--- src/rtl/alu_pkg.sv ---
// Shared definitions for the ALU decode/issue stage: ALU control codes,
// RV32I opcode constants, operand-select codes and the command record that
// travels from the decoder through the skid buffer to the execute stage.
package alu_pkg;

  localparam int XLEN = 32;

  // ALU control codes presented on aluctrl
  localparam logic [3:0] ALU_AND = 4'd0;
  localparam logic [3:0] ALU_OR  = 4'd1;
  localparam logic [3:0] ALU_ADD = 4'd2;
  localparam logic [3:0] ALU_SUB = 4'd3;
  localparam logic [3:0] ALU_XOR = 4'd4;
  localparam logic [3:0] ALU_SLT = 4'd5;
  localparam logic [3:0] ALU_SLL = 4'd6;
  localparam logic [3:0] ALU_SRL = 4'd7;
  localparam logic [3:0] ALU_SRA = 4'd8;

  // RV32I major opcodes
  localparam logic [6:0] OP_R      = 7'b0110011;
  localparam logic [6:0] OP_I      = 7'b0010011;
  localparam logic [6:0] OP_LOAD   = 7'b0000011;
  localparam logic [6:0] OP_STORE  = 7'b0100011;
  localparam logic [6:0] OP_JALR   = 7'b1100111;
  localparam logic [6:0] OP_BRANCH = 7'b1100011;
  localparam logic [6:0] OP_LUI    = 7'b0110111;
  localparam logic [6:0] OP_AUIPC  = 7'b0010111;
  localparam logic [6:0] OP_JAL    = 7'b1101111;

  // funct7 values that select the base or alternate (SUB/SRA) operation
  localparam logic [6:0] F7_BASE = 7'b0000000;
  localparam logic [6:0] F7_ALT  = 7'b0100000;

  // src1 operand selects
  localparam logic [1:0] SRC1_RS1  = 2'd0;
  localparam logic [1:0] SRC1_PC   = 2'd1;
  localparam logic [1:0] SRC1_ZERO = 2'd2;

  typedef struct packed {
    logic [3:0]      aluctrl;
    logic [1:0]      src1_sel;
    logic            src2_imm;
    logic [XLEN-1:0] imm;
    logic [4:0]      rs1;
    logic [4:0]      rs2;
    logic [4:0]      rd;
    logic [XLEN-1:0] pc;
    logic            illegal;
  } alu_cmd_t;

  // Idle command shown on the outputs after reset: ADD, everything else zero
  function automatic alu_cmd_t idle_cmd();
    alu_cmd_t cmd;
    cmd         = '0;
    cmd.aluctrl = ALU_ADD;
    return cmd;
  endfunction

  // Shared funct3 -> ALU op map for OP and OP-IMM; alt picks SUB/SRA.
  // funct3 011 (SLTU) is unsupported and filtered out by the caller.
  function automatic logic [3:0] f3_to_aluctrl(input logic [2:0] f3, input logic alt);
    logic [3:0] op;
    case (f3)
      3'b000:  op = alt ? ALU_SUB : ALU_ADD;
      3'b001:  op = ALU_SLL;
      3'b010:  op = ALU_SLT;
      3'b100:  op = ALU_XOR;
      3'b101:  op = alt ? ALU_SRA : ALU_SRL;
      3'b110:  op = ALU_OR;
      3'b111:  op = ALU_AND;
      default: op = ALU_ADD;
    endcase
    return op;
  endfunction

endpackage

--- src/rtl/alu_cmd_skid.sv ---
// Two-entry skid buffer for alu_cmd_t. The head entry drives the outputs
// directly so the command is registered; in_ready is a registered !full so it
// never combinationally depends on out_ready. flush empties the buffer while
// the head register keeps showing its last contents.
module alu_cmd_skid
  import alu_pkg::*;
#(
  parameter int DEPTH = 2
) (
  input  logic     clk,
  input  logic     rst,
  input  logic     flush,
  input  logic     in_valid,
  output logic     in_ready,
  input  alu_cmd_t in_cmd,
  output logic     out_valid,
  input  logic     out_ready,
  output alu_cmd_t out_cmd
);

  localparam logic [1:0] FULL = 2'(DEPTH);

  logic [1:0] count_q;
  logic [1:0] count_next;
  logic       in_ready_q;
  alu_cmd_t   head_q;
  alu_cmd_t   tail_q;
  logic       push;
  logic       pop;

  assign push      = in_valid && in_ready_q;
  assign pop       = (count_q != 2'd0) && out_ready;
  assign in_ready  = in_ready_q;
  assign out_valid = (count_q != 2'd0);
  assign out_cmd   = head_q;

  // Next occupancy: flush wins over any push/pop in the same cycle
  always_comb begin
    // NOTE: default first so every path assigns count_next and no latch is inferred.
    count_next = count_q;
    if (flush) begin
      count_next = 2'd0;
    end else if (push && !pop) begin
      count_next = count_q + 2'd1;
    end else if (pop && !push) begin
      count_next = count_q - 2'd1;
    end
  end

  // Occupancy, registered ready and the head (output) entry
  always_ff @(posedge clk) begin
    // NOTE: non-blocking assignments so every register samples pre-edge values.
    if (rst) begin
      count_q    <= 2'd0;
      in_ready_q <= 1'b0;
      head_q     <= idle_cmd();
    end else begin
      count_q    <= count_next;
      in_ready_q <= (count_next != FULL);
      if (!flush) begin
        if (push && ((count_q == 2'd0) || ((count_q == 2'd1) && pop))) begin
          head_q <= in_cmd;
        end else if (pop && (count_q == FULL)) begin
          head_q <= tail_q;
        end
      end
    end
  end

  // Second (skid) entry, written only when the head is occupied and stays put
  always_ff @(posedge clk) begin
    // NOTE: no reset on this storage; it is only read while count_q says it holds valid data.
    if (!flush && push && (count_q == 2'd1) && !pop) begin
      tail_q <= in_cmd;
    end
  end

endmodule

--- src/rtl/alu_op_decoder.sv ---
// RV32I decode/issue stage: decodes the instruction word into an ALU command
// (control code, operand selects, immediate, register indices, pc) and queues
// it in a 2-entry skid buffer, giving one cycle of latency to the ALU.
// Optional build macro: ALU_DEC_ILLEGAL_EN -- when defined, unsupported
// encodings are flagged on the illegal output; otherwise illegal is always 0.
module alu_op_decoder
  import alu_pkg::*;
#(
  parameter int XLEN  = alu_pkg::XLEN,
  parameter int DEPTH = 2
) (
  input  logic            clk,
  input  logic            rst,
  input  logic            flush,
  input  logic            in_valid,
  output logic            in_ready,
  input  logic [31:0]     instr,
  input  logic [XLEN-1:0] pc,
  output logic            out_valid,
  input  logic            out_ready,
  output logic [3:0]      aluctrl,
  output logic [1:0]      src1_sel,
  output logic            src2_imm,
  output logic [XLEN-1:0] imm,
  output logic [4:0]      rs1,
  output logic [4:0]      rs2,
  output logic [4:0]      rd,
  output logic [XLEN-1:0] pc_out,
  output logic            illegal
);

  logic [6:0]  opcode;
  logic [2:0]  f3;
  logic [6:0]  f7;
  logic [4:0]  rd_f;
  logic [4:0]  rs1_f;
  logic [4:0]  rs2_f;
  logic [31:0] imm_i;
  logic [31:0] imm_s;
  logic [31:0] imm_b;
  logic [31:0] imm_u;
  logic [31:0] imm_sh;
  logic        bad;
  alu_cmd_t    dec_cmd;
  alu_cmd_t    out_cmd;

  assign opcode = instr[6:0];
  assign rd_f   = instr[11:7];
  assign f3     = instr[14:12];
  assign rs1_f  = instr[19:15];
  assign rs2_f  = instr[24:20];
  assign f7     = instr[31:25];

  assign imm_i  = {{20{instr[31]}}, instr[31:20]};
  assign imm_s  = {{20{instr[31]}}, instr[31:25], instr[11:7]};
  assign imm_b  = {{19{instr[31]}}, instr[31], instr[7], instr[30:25], instr[11:8], 1'b0};
  assign imm_u  = {instr[31:12], 12'b0};
  assign imm_sh = {27'b0, instr[24:20]};

  // Combinational decode of the offered instruction into a buffer entry
  always_comb begin
    dec_cmd         = '0;
    dec_cmd.aluctrl = ALU_ADD;
    dec_cmd.pc      = pc;
    bad             = 1'b0;

    case (opcode)
      OP_R: begin
        dec_cmd.rs1 = rs1_f;
        dec_cmd.rs2 = rs2_f;
        dec_cmd.rd  = rd_f;
        if (f3 == 3'b011) begin
          bad = 1'b1;
        end else if (f7 == F7_BASE) begin
          dec_cmd.aluctrl = f3_to_aluctrl(f3, 1'b0);
        end else if ((f7 == F7_ALT) && ((f3 == 3'b000) || (f3 == 3'b101))) begin
          dec_cmd.aluctrl = f3_to_aluctrl(f3, 1'b1);
        end else begin
          bad = 1'b1;
        end
      end

      OP_I: begin
        dec_cmd.rs1      = rs1_f;
        dec_cmd.rd       = rd_f;
        dec_cmd.src2_imm = 1'b1;
        dec_cmd.imm      = imm_i;
        case (f3)
          3'b011: bad = 1'b1;
          3'b001: begin
            dec_cmd.imm = imm_sh;
            if (f7 == F7_BASE) dec_cmd.aluctrl = ALU_SLL;
            else               bad = 1'b1;
          end
          3'b101: begin
            dec_cmd.imm = imm_sh;
            if (f7 == F7_BASE)     dec_cmd.aluctrl = ALU_SRL;
            else if (f7 == F7_ALT) dec_cmd.aluctrl = ALU_SRA;
            else                   bad = 1'b1;
          end
          // ADDI has no SUB form: upper immediate bits are data, not funct7
          default: dec_cmd.aluctrl = f3_to_aluctrl(f3, 1'b0);
        endcase
      end

      OP_LOAD, OP_JALR: begin
        dec_cmd.rs1      = rs1_f;
        dec_cmd.rd       = rd_f;
        dec_cmd.src2_imm = 1'b1;
        dec_cmd.imm      = imm_i;
      end

      OP_STORE: begin
        dec_cmd.rs1      = rs1_f;
        dec_cmd.rs2      = rs2_f;
        dec_cmd.src2_imm = 1'b1;
        dec_cmd.imm      = imm_s;
      end

      // Branches compare via the ALU: SUB for the zero flag, SLT for ordering
      OP_BRANCH: begin
        dec_cmd.rs1 = rs1_f;
        dec_cmd.rs2 = rs2_f;
        dec_cmd.imm = imm_b;
        case (f3)
          3'b000, 3'b001: dec_cmd.aluctrl = ALU_SUB;
          3'b100, 3'b101: dec_cmd.aluctrl = ALU_SLT;
          default:        bad = 1'b1;
        endcase
      end

      OP_LUI: begin
        dec_cmd.src1_sel = SRC1_ZERO;
        dec_cmd.src2_imm = 1'b1;
        dec_cmd.imm      = imm_u;
        dec_cmd.rd       = rd_f;
      end

      OP_AUIPC: begin
        dec_cmd.src1_sel = SRC1_PC;
        dec_cmd.src2_imm = 1'b1;
        dec_cmd.imm      = imm_u;
        dec_cmd.rd       = rd_f;
      end

      // JAL uses the ALU to form the link value pc+4
      OP_JAL: begin
        dec_cmd.src1_sel = SRC1_PC;
        dec_cmd.src2_imm = 1'b1;
        dec_cmd.imm      = 32'd4;
        dec_cmd.rd       = rd_f;
      end

      default: bad = 1'b1;
    endcase

    // Unsupported encodings become a harmless ADD that writes nothing
    if (bad) begin
      dec_cmd          = '0;
      dec_cmd.aluctrl  = ALU_ADD;
      dec_cmd.pc       = pc;
    end

`ifdef ALU_DEC_ILLEGAL_EN
    dec_cmd.illegal = bad;
`else
    dec_cmd.illegal = 1'b0;
`endif
  end

  alu_cmd_skid #(
    .DEPTH (DEPTH)
  ) u_skid (
    .clk       (clk),
    .rst       (rst),
    .flush     (flush),
    .in_valid  (in_valid),
    .in_ready  (in_ready),
    .in_cmd    (dec_cmd),
    .out_valid (out_valid),
    .out_ready (out_ready),
    .out_cmd   (out_cmd)
  );

  assign aluctrl  = out_cmd.aluctrl;
  assign src1_sel = out_cmd.src1_sel;
  assign src2_imm = out_cmd.src2_imm;
  assign imm      = out_cmd.imm;
  assign rs1      = out_cmd.rs1;
  assign rs2      = out_cmd.rs2;
  assign rd       = out_cmd.rd;
  assign pc_out   = out_cmd.pc;
  assign illegal  = out_cmd.illegal;

endmodule

--- config.mk ---
export PLATFORM = sky130hd
export DESIGN_NAME = alu_op_decoder
export DESIGN_NICKNAME = d
export VERILOG_FILES = /design/src/rtl/alu_pkg.sv /design/src/rtl/alu_cmd_skid.sv /design/src/rtl/alu_op_decoder.sv
export SDC_FILE = /design/constraint.sdc
export NUM_CORES = 1
export LEC_CHECK = 0
export CORE_ASPECT_RATIO = 1.75
export CORE_MARGIN = 1
export CORE_UTILIZATION = 48
export CTS_BUF_LIST = sky130_fd_sc_hd__clkbuf_8
export DETAILED_ROUTE_END_ITERATION = 8
export PLACE_DENSITY = 0.82
export SETUP_SLACK_MARGIN = 0.5
export SYNTH_ARGS = -nofsm -noshare
export SYNTH_HDL_FRONTEND = slang
export SYNTH_SLANG_ARGS = --single-unit
--- constraint.sdc ---
create_clock -name clk -period 11.5 [get_ports clk]
set_clock_uncertainty 0.05 [all_clocks]
set_input_delay 1.725 -clock clk [delete_from_list [all_inputs] [get_ports clk]]
set_output_delay 1.725 -clock clk [all_outputs]
set_load 0.05 [all_outputs]
==> flow_summary.ini, run 1 <==
[setup_path]
critPathRequiredTime_ps = 11790
cpMaxStageDelayCell = a211o_1
r2r-end = u_skid.out_cmd[50]
reg2reg_depth = 8
cp_slowest_stage_delay_ps = 740
critical_path_arrival_ps = 4500
worst-setup-path-type = in2reg
cpLargestDelayFamily = simple AND/OR/NAND/NOR gates
crit_buf_inv = 1
critPathMaxFanout = 25
crit_cells = 6
crit_chain = clkdlybuf4s50_1, nor2b_1, and4_1, a211o_1, or2_4, o21ai_0
r2r_slack_ps = 8550
regToRegStartpoint = u_skid.count_q[0]
endpoint_kind = flop
start_kind = input pin

[timing]
maxSlewViolCount = 0
worst_pin_slew_ps = 1110
max_slew_margin_pct = 25.7
post-route-period-util_pct = 36.6
grt_setup_unrepaired = false
fmax_ghz = 0.238
setup_viol = 0
finalHoldViolations = 0
period_minus_slack_ps = 4210
tns_ps = 0

[synth]
synth_largest_area_cell = edfxtp_1
async_flop_share_pct = 0
ys_warn_count = 0
synth_edf_count = 86
netlist_instances = 801
synth_fp_nets = 873
synth-seq-cells = 175
synth.top_cell.area_share_pct = 32.7
synthTopCellsByArea = edfxtp_1, dfxtp_1, nor2_1, nand2_1, a311oi_1
post_synth_num_cell_types = 69
ys.flop_type = dfxtp_1
syn_area_per_cell_um2 = 9.87
syn-cell-area_um2 = 7900
yosysSeqAreaShare_pct = 55.2

[route]
ant_nets = 0
firstDrtPassIters = 6
vias_per_cell = 5.96
drt_wl_total_um = 21200
wl_per_cell_um = 19.0
drt_iter0_drc = 448
drc_errors = 0
vias = 6655

[die]
initial_core_util_pct = 49.3
die_area_um2 = 17000
die_w_um = 99.0
die_h_um = 172
core_region_area_um2 = 16000
rows = 61
io_pins = 158

[hold_path]
holdPathEnd = u_skid.out_cmd[35]
hp-class = reg2reg
min_path_cells = 2
hold_start = u_skid.out_cmd[35]

[clock_tree]
cts-resized-gates = 0
holdBufCountCts = 0
htreeDepth = 4
post_cts_buffers = 0
cts_tree = yes
cts_buffer_depth = 2
cts-root-buf = clkbuf_8
cts_num_sinks = 175
clkTransAtPathRegs_ps = 110
cts_made_buffers = 17
clock_latency_ps = 450

[power_and_ir_drop]
power_frac_seq_pct = 50.6
power.total_mw = 1.36
intPower_mw = 0.925
power_density_nw_per_um2 = 137
power_frac_comb_pct = 19.1
vdd_drop_max_mv = 0.0821
power_leakage_nw = 3.16
p_sw_share_pct = 31.8
power.switching_mw = 0.430
p_clk_share_pct = 30.3

[layout]
drive_gt1_share_pct = 7.34
fill_cells = 1350
syn_to_final_growth_pct = 25.1
design_area_um2 = 9890
diodes = 0
nets = 986
stdcell_count = 1116

[placement]
numPlacedInstances = 1084
port-buffer-count = 156
placed_cell_area_um2 = 9510
dp_hpwl_um = 14300
place_congestion = 0.882

[global_routing]
met3_usage_pct = 4.19
grt_pass1_vias = 6419
globalRouteTotalUtil_pct = 25.4
grt_busiest_layer = met2
grtUsageMet1_pct = 29.1
grt_pass1_wl_um = 33600
met2_usage_pct = 45.8
overflow = 0
antenna_found_initial = 0
grt_max_degree = 87

[outcome]
run_status = finished clean

[flow_run]
max_cap_violations = 0
-- per-layer routing --
metal  part of all wire (%)  routed length, µm
met2                     53              11200
met4                    3.0                647
met5                      0                  0
met3                    5.6               1190
met1                     39               8200
-- registers in the layout, indices dropped and copies added (netlist names) --
name and flops:
u_skid.out_cmd 86, u_skid.in_ready 1, u_skid.count_q 2, u_skid.tail_q 86
-- logic make-up after synthesis --
logic type / after synthesis / synth area share, %
and+or+nand+nor: 328 / 20.0
AOI/OAI and AO/OA: 200 / 18.7
DFF: 175 / 55.2
buffers and inverters: 86 / 4.61
adders and majority gates: 5 / 0.728
xor gates and xnor gates: 5 / 0.554
other: 1 / 0.0475
muxes: 1 / 0.127
-- layout make-up --
| class | instances | area [µm²] | area share [%] |
|---|---|---|---|
| Sequential cell | 175 | 4360 | 44.1 |
| Multi-Input combinational cell | 540 | 3230 | 32.7 |
| Timing Repair Buffer | 165 | 1620 | 16.4 |
| Tap cell | 189 | 236 | 2.39 |
| Clock buffer | 17 | 234 | 2.37 |
| Clock inverter | 15 | 143 | 1.44 |
| Inverter | 15 | 56.3 | 0.570 |
-- cells in the final DEF (no fill, tap or decap), types with 3 or more instances in the layout --
master             n
a211oi_1          24
a21boi_0           5
a21o_1            25
a21oi_1           31
a22oi_1           23
a311oi_1          35
a31oi_1            3
and2_1            13
and3_1            15
buf_4              9
clkbuf_8          17
clkdlybuf4s50_1  155
dfxtp_1           89
edfxtp_1          86
ha_1               3
inv_1             14
inv_6              5
inv_8              5
nand2_1           97
nand3_1           29
nand4_1           22
nor2_1           100
nor2b_1            5
nor3_1            14
nor3b_1            3
o21ai_0            9
o21ai_1           10
o21ai_2           10
o32ai_1            3
or3_1              5
xnor2_1            3
-- tightest hold or removal path, cell delays in order (launching register included) --
cell      delay (ps)
dfxtp_1          320
nor2_1            90
a211oi_1          40
-- cells in the mapped netlist (all sizes together) (5+ instances only) --
cell type	n
a211oi	25
a21boi	6
a21o	25
a21oi	31
a22oi	24
a311oi	35
and2	13
and3	15
buf	20
clkbuf	51
dfxtp	89
edfxtp	86
inv	15
nand2	97
nand3	30
nand4	22
nor2	100
nor2b	6
nor3	16
o21ai	29
or3	5
-- per-stage QoR --
stage                     setup WS [ps]  utilization, %  hold WS, ps
after floorplan                    4250               -          468
after global placement             6940            59.3          432
after detailed placement           6860            59.3          439
after CTS                          7350            61.7          454
after global routing               7100            61.7          467
final                              7290            61.7          446
-- how the worst max path moves through the flow --
stage,endpoint,startpoint
after global routing,u_skid.tail_q[55],instr[5]
after detailed placement,u_skid.out_cmd[66],instr[6]
after floorplan,u_skid.tail_q[10],out_ready
after global placement,u_skid.out_cmd[66],instr[2]
final,u_skid.out_cmd[66],instr[6]
after CTS,u_skid.tail_q[58],instr[5]
-- power by group through the flow --
stage	combinational, mW	clock (mW)	sequential [mW]
3_3_place_gp	0.255	0	0.700
3_5_place_dp	0.258	0	0.701
5_1_grt	0.275	0.446	0.689
2_1_floorplan	0.0938	0	0.767
6_report	0.259	0.410	0.686
4_1_cts	0.259	0.420	0.686
Note: power is estimated with default switching activity, not from simulation.
==> run 2: changes to the inputs <==
--- a/config.mk
+++ b/config.mk
@@ -7,10 +7,10 @@
 export LEC_CHECK = 0
 export CORE_ASPECT_RATIO = 1.75
 export CORE_MARGIN = 1
-export CORE_UTILIZATION = 48
+export CORE_UTILIZATION = 54
 export CTS_BUF_LIST = sky130_fd_sc_hd__clkbuf_8
 export DETAILED_ROUTE_END_ITERATION = 8
-export PLACE_DENSITY = 0.82
+export PLACE_DENSITY = 0.87
 export SETUP_SLACK_MARGIN = 0.5
 export SYNTH_ARGS = -nofsm -noshare
 export SYNTH_HDL_FRONTEND = slang
==> constraint.sdc (replaced) <==
create_clock -name clk -period 4 [get_ports clk]
set_clock_uncertainty 0.05 [all_clocks]
set_input_delay 0.6 -clock clk [delete_from_list [all_inputs] [get_ports clk]]
set_output_delay 0.6 -clock clk [all_outputs]
set_load 0.05 [all_outputs]
==> run 2 against run 1 <==
  * Utilization grew 8.4 points
  * Sequential power grew to 2.9 times the previous value
  * Combinational power rose to 2.9 times the previous value
  * Non-clock buffer count increased by 12
  * Final cell count is 0.27% higher
  * Register-to-register slack worse by 7100 ps
  * Via count up 1.4%
  * Global-route usage grew 3.1 points
  * Count of clock-buffer cells in the layout unchanged
  * Sequential share of layout area is 0.56 points lower
  * Sequential cell count stayed put
  * Wire length fell by 1.1%
  * Largest power group unchanged
==> flow_summary.ini, run 2 (synthesized netlist as in run 1, its figures left out) <==
[setup_path]
cp_common_cell = inv_1
crit_chain = inv_1, ha_1, inv_1, clkdlybuf4s50_1
critPathRequiredTime_ps = 3350
endpoint_kind = output pin
cp_slowest_stage_delay_ps = 800
cpMaxStageDelayCell = clkdlybuf4s50_1
crit_buf_inv = 3
critical_path_arrival_ps = 2040
regToRegStartpoint = u_skid.count_q[1]
start_kind = flop
startpoint = u_skid.count_q[1]
worst-setup-path-type = reg2out
cpLargestDelayFamily = buffers and inverters
r2r_slack_ps = 1470
critPathMaxFanout = 4
reg2reg_depth = 7
r2r-end = u_skid.out_cmd[10]

[hold_path]
holdPathEnd = u_skid.out_cmd[34]
hp-class = reg2reg
min_path_cells = 2
hold_start = u_skid.out_cmd[34]

[die]
core_region_area_um2 = 14300
initial_core_util_pct = 55.3
io_pins = 158
die_w_um = 93.4
rows = 58
die_area_um2 = 15100
die_h_um = 162

[clock_tree]
cts_tree = yes
post_cts_buffers = 0
cts-resized-gates = 0
cts_made_buffers = 17
clkTransAtPathRegs_ps = 100
htreeDepth = 4
holdBufCountCts = 0
clock_latency_ps = 470
cts_num_sinks = 175
cts_buffer_depth = 2
cts-root-buf = clkbuf_8

[layout]
regArea_um2 = 4370
layout_commonest_cell = clkdlybuf4s50_1
stdcell_count = 1119
drive_gt1_share_pct = 8.84
nets = 998
design_area_um2 = 10000
multiInputGateArea_um2 = 3240
mostFrequentLayoutCells = clkdlybuf4s50_1, nor2_1, nand2_1, dfxtp_1, edfxtp_1
diodes = 0
syn_to_final_growth_pct = 26.7
fill_cells = 1077

[route]
wl_per_cell_um = 18.7
vias = 6750
ant_nets = 0
drc_errors = 0
firstDrtPassIters = 5
drt_wl_total_um = 21000
drt_iter0_drc = 455
vias_per_cell = 6.03

[timing]
max_slew_margin_pct = 51.6
post-route-period-util_pct = 67.3
worst_pin_slew_ps = 727
setup_viol = 0
fmax_ghz = 0.372
finalHoldViolations = 0
period_minus_slack_ps = 2690
maxSlewViolCount = 0
grt_setup_unrepaired = false
hold_ws_ps = 446

[power_and_ir_drop]
vdd_drop_max_mv = 0.273
power_leakage_nw = 3.22
power_density_nw_per_um2 = 387

[global_routing]
grt_pass1_vias = 6582
antenna_found_initial = 0
grt_max_degree = 77
grt_pass1_wl_um = 33400
overflow = 0
globalRouteTotalUtil_pct = 28.5

[placement]
placed_cell_area_um2 = 9650
port-buffer-count = 156
place_congestion = 0.895
dp_hpwl_um = 14400
numPlacedInstances = 1087

[outcome]
run_status = finished clean

[flow_run]
max_cap_violations = 0
## run 2: cell types whose count changed in the layout (fill, tap and decap cells not counted), moves of 2 or more
cell        change
inv_6           -3
clkinvlp_4      +5
inv_8           -2
buf_4           +8
buf_12          +4
## run 2: final cells by class
cell class	count	area share, %
multi-input cells	540	32.3
flip-flops and latches	175	43.6
repair buffers	177	17.6
well taps	180	2.25
clock inverters	15	1.31
inverters	15	0.562
clock buffers	17	2.34
## run 2: worst register-to-register path: cells and delay by family (launching register included)
| kind | cells | cell delay [ps] |
|---|---|---|
| AOI/OAI and AO/OA | 2 | 810 |
| buffers and inverters | 2 | 540 |
| and+or+nand+nor | 2 | 420 |
| DFF | 1 | 370 |
| adders and majority gates | 1 | 250 |
## run 2: how the worst max path moves through the flow
stage / end / slack (ps) / cells past startpoint
floorplan: u_skid.tail_q[10] / -50 / 2
global placement: u_skid.tail_q[46] / 930 / 7
detailed placement: u_skid.tail_q[44] / 900 / 7
CTS: out_valid / 1280 / 4
global route: out_valid / 1200 / 4
finish: out_valid / 1310 / 4
## run 2: layer usage
metal / part of all wire (%) / global-route usage [%] / vias to the layer above
met5: 0 / 0 / -
met4: 4.5 / 15.8 / 0
met3: 5.6 / 4.31 / 54
met2: 52 / 49.5 / 274
met1: 38 / 33.2 / 3231
li1: - / - / 3191
## run 2: stage by stage
stage                     util, %  total power [mW]  setup slack [ps]  TNS [ps]
after global routing         70.1              4.01              1200         0
after floorplan                 -              2.48             -45.0     -3870
after CTS                    70.1              3.90              1280         0
final                        70.1              3.88              1310         0
after detailed placement     67.5              2.77               901         0
after global placement       67.5              2.76               928         0
## run 2: report_power, final
group	internal (mW)	total [mW]	switching, mW
sequential	1.94	1.97	0.0363
combinational	0.272	0.761	0.489
clock	0.447	1.14	0.697
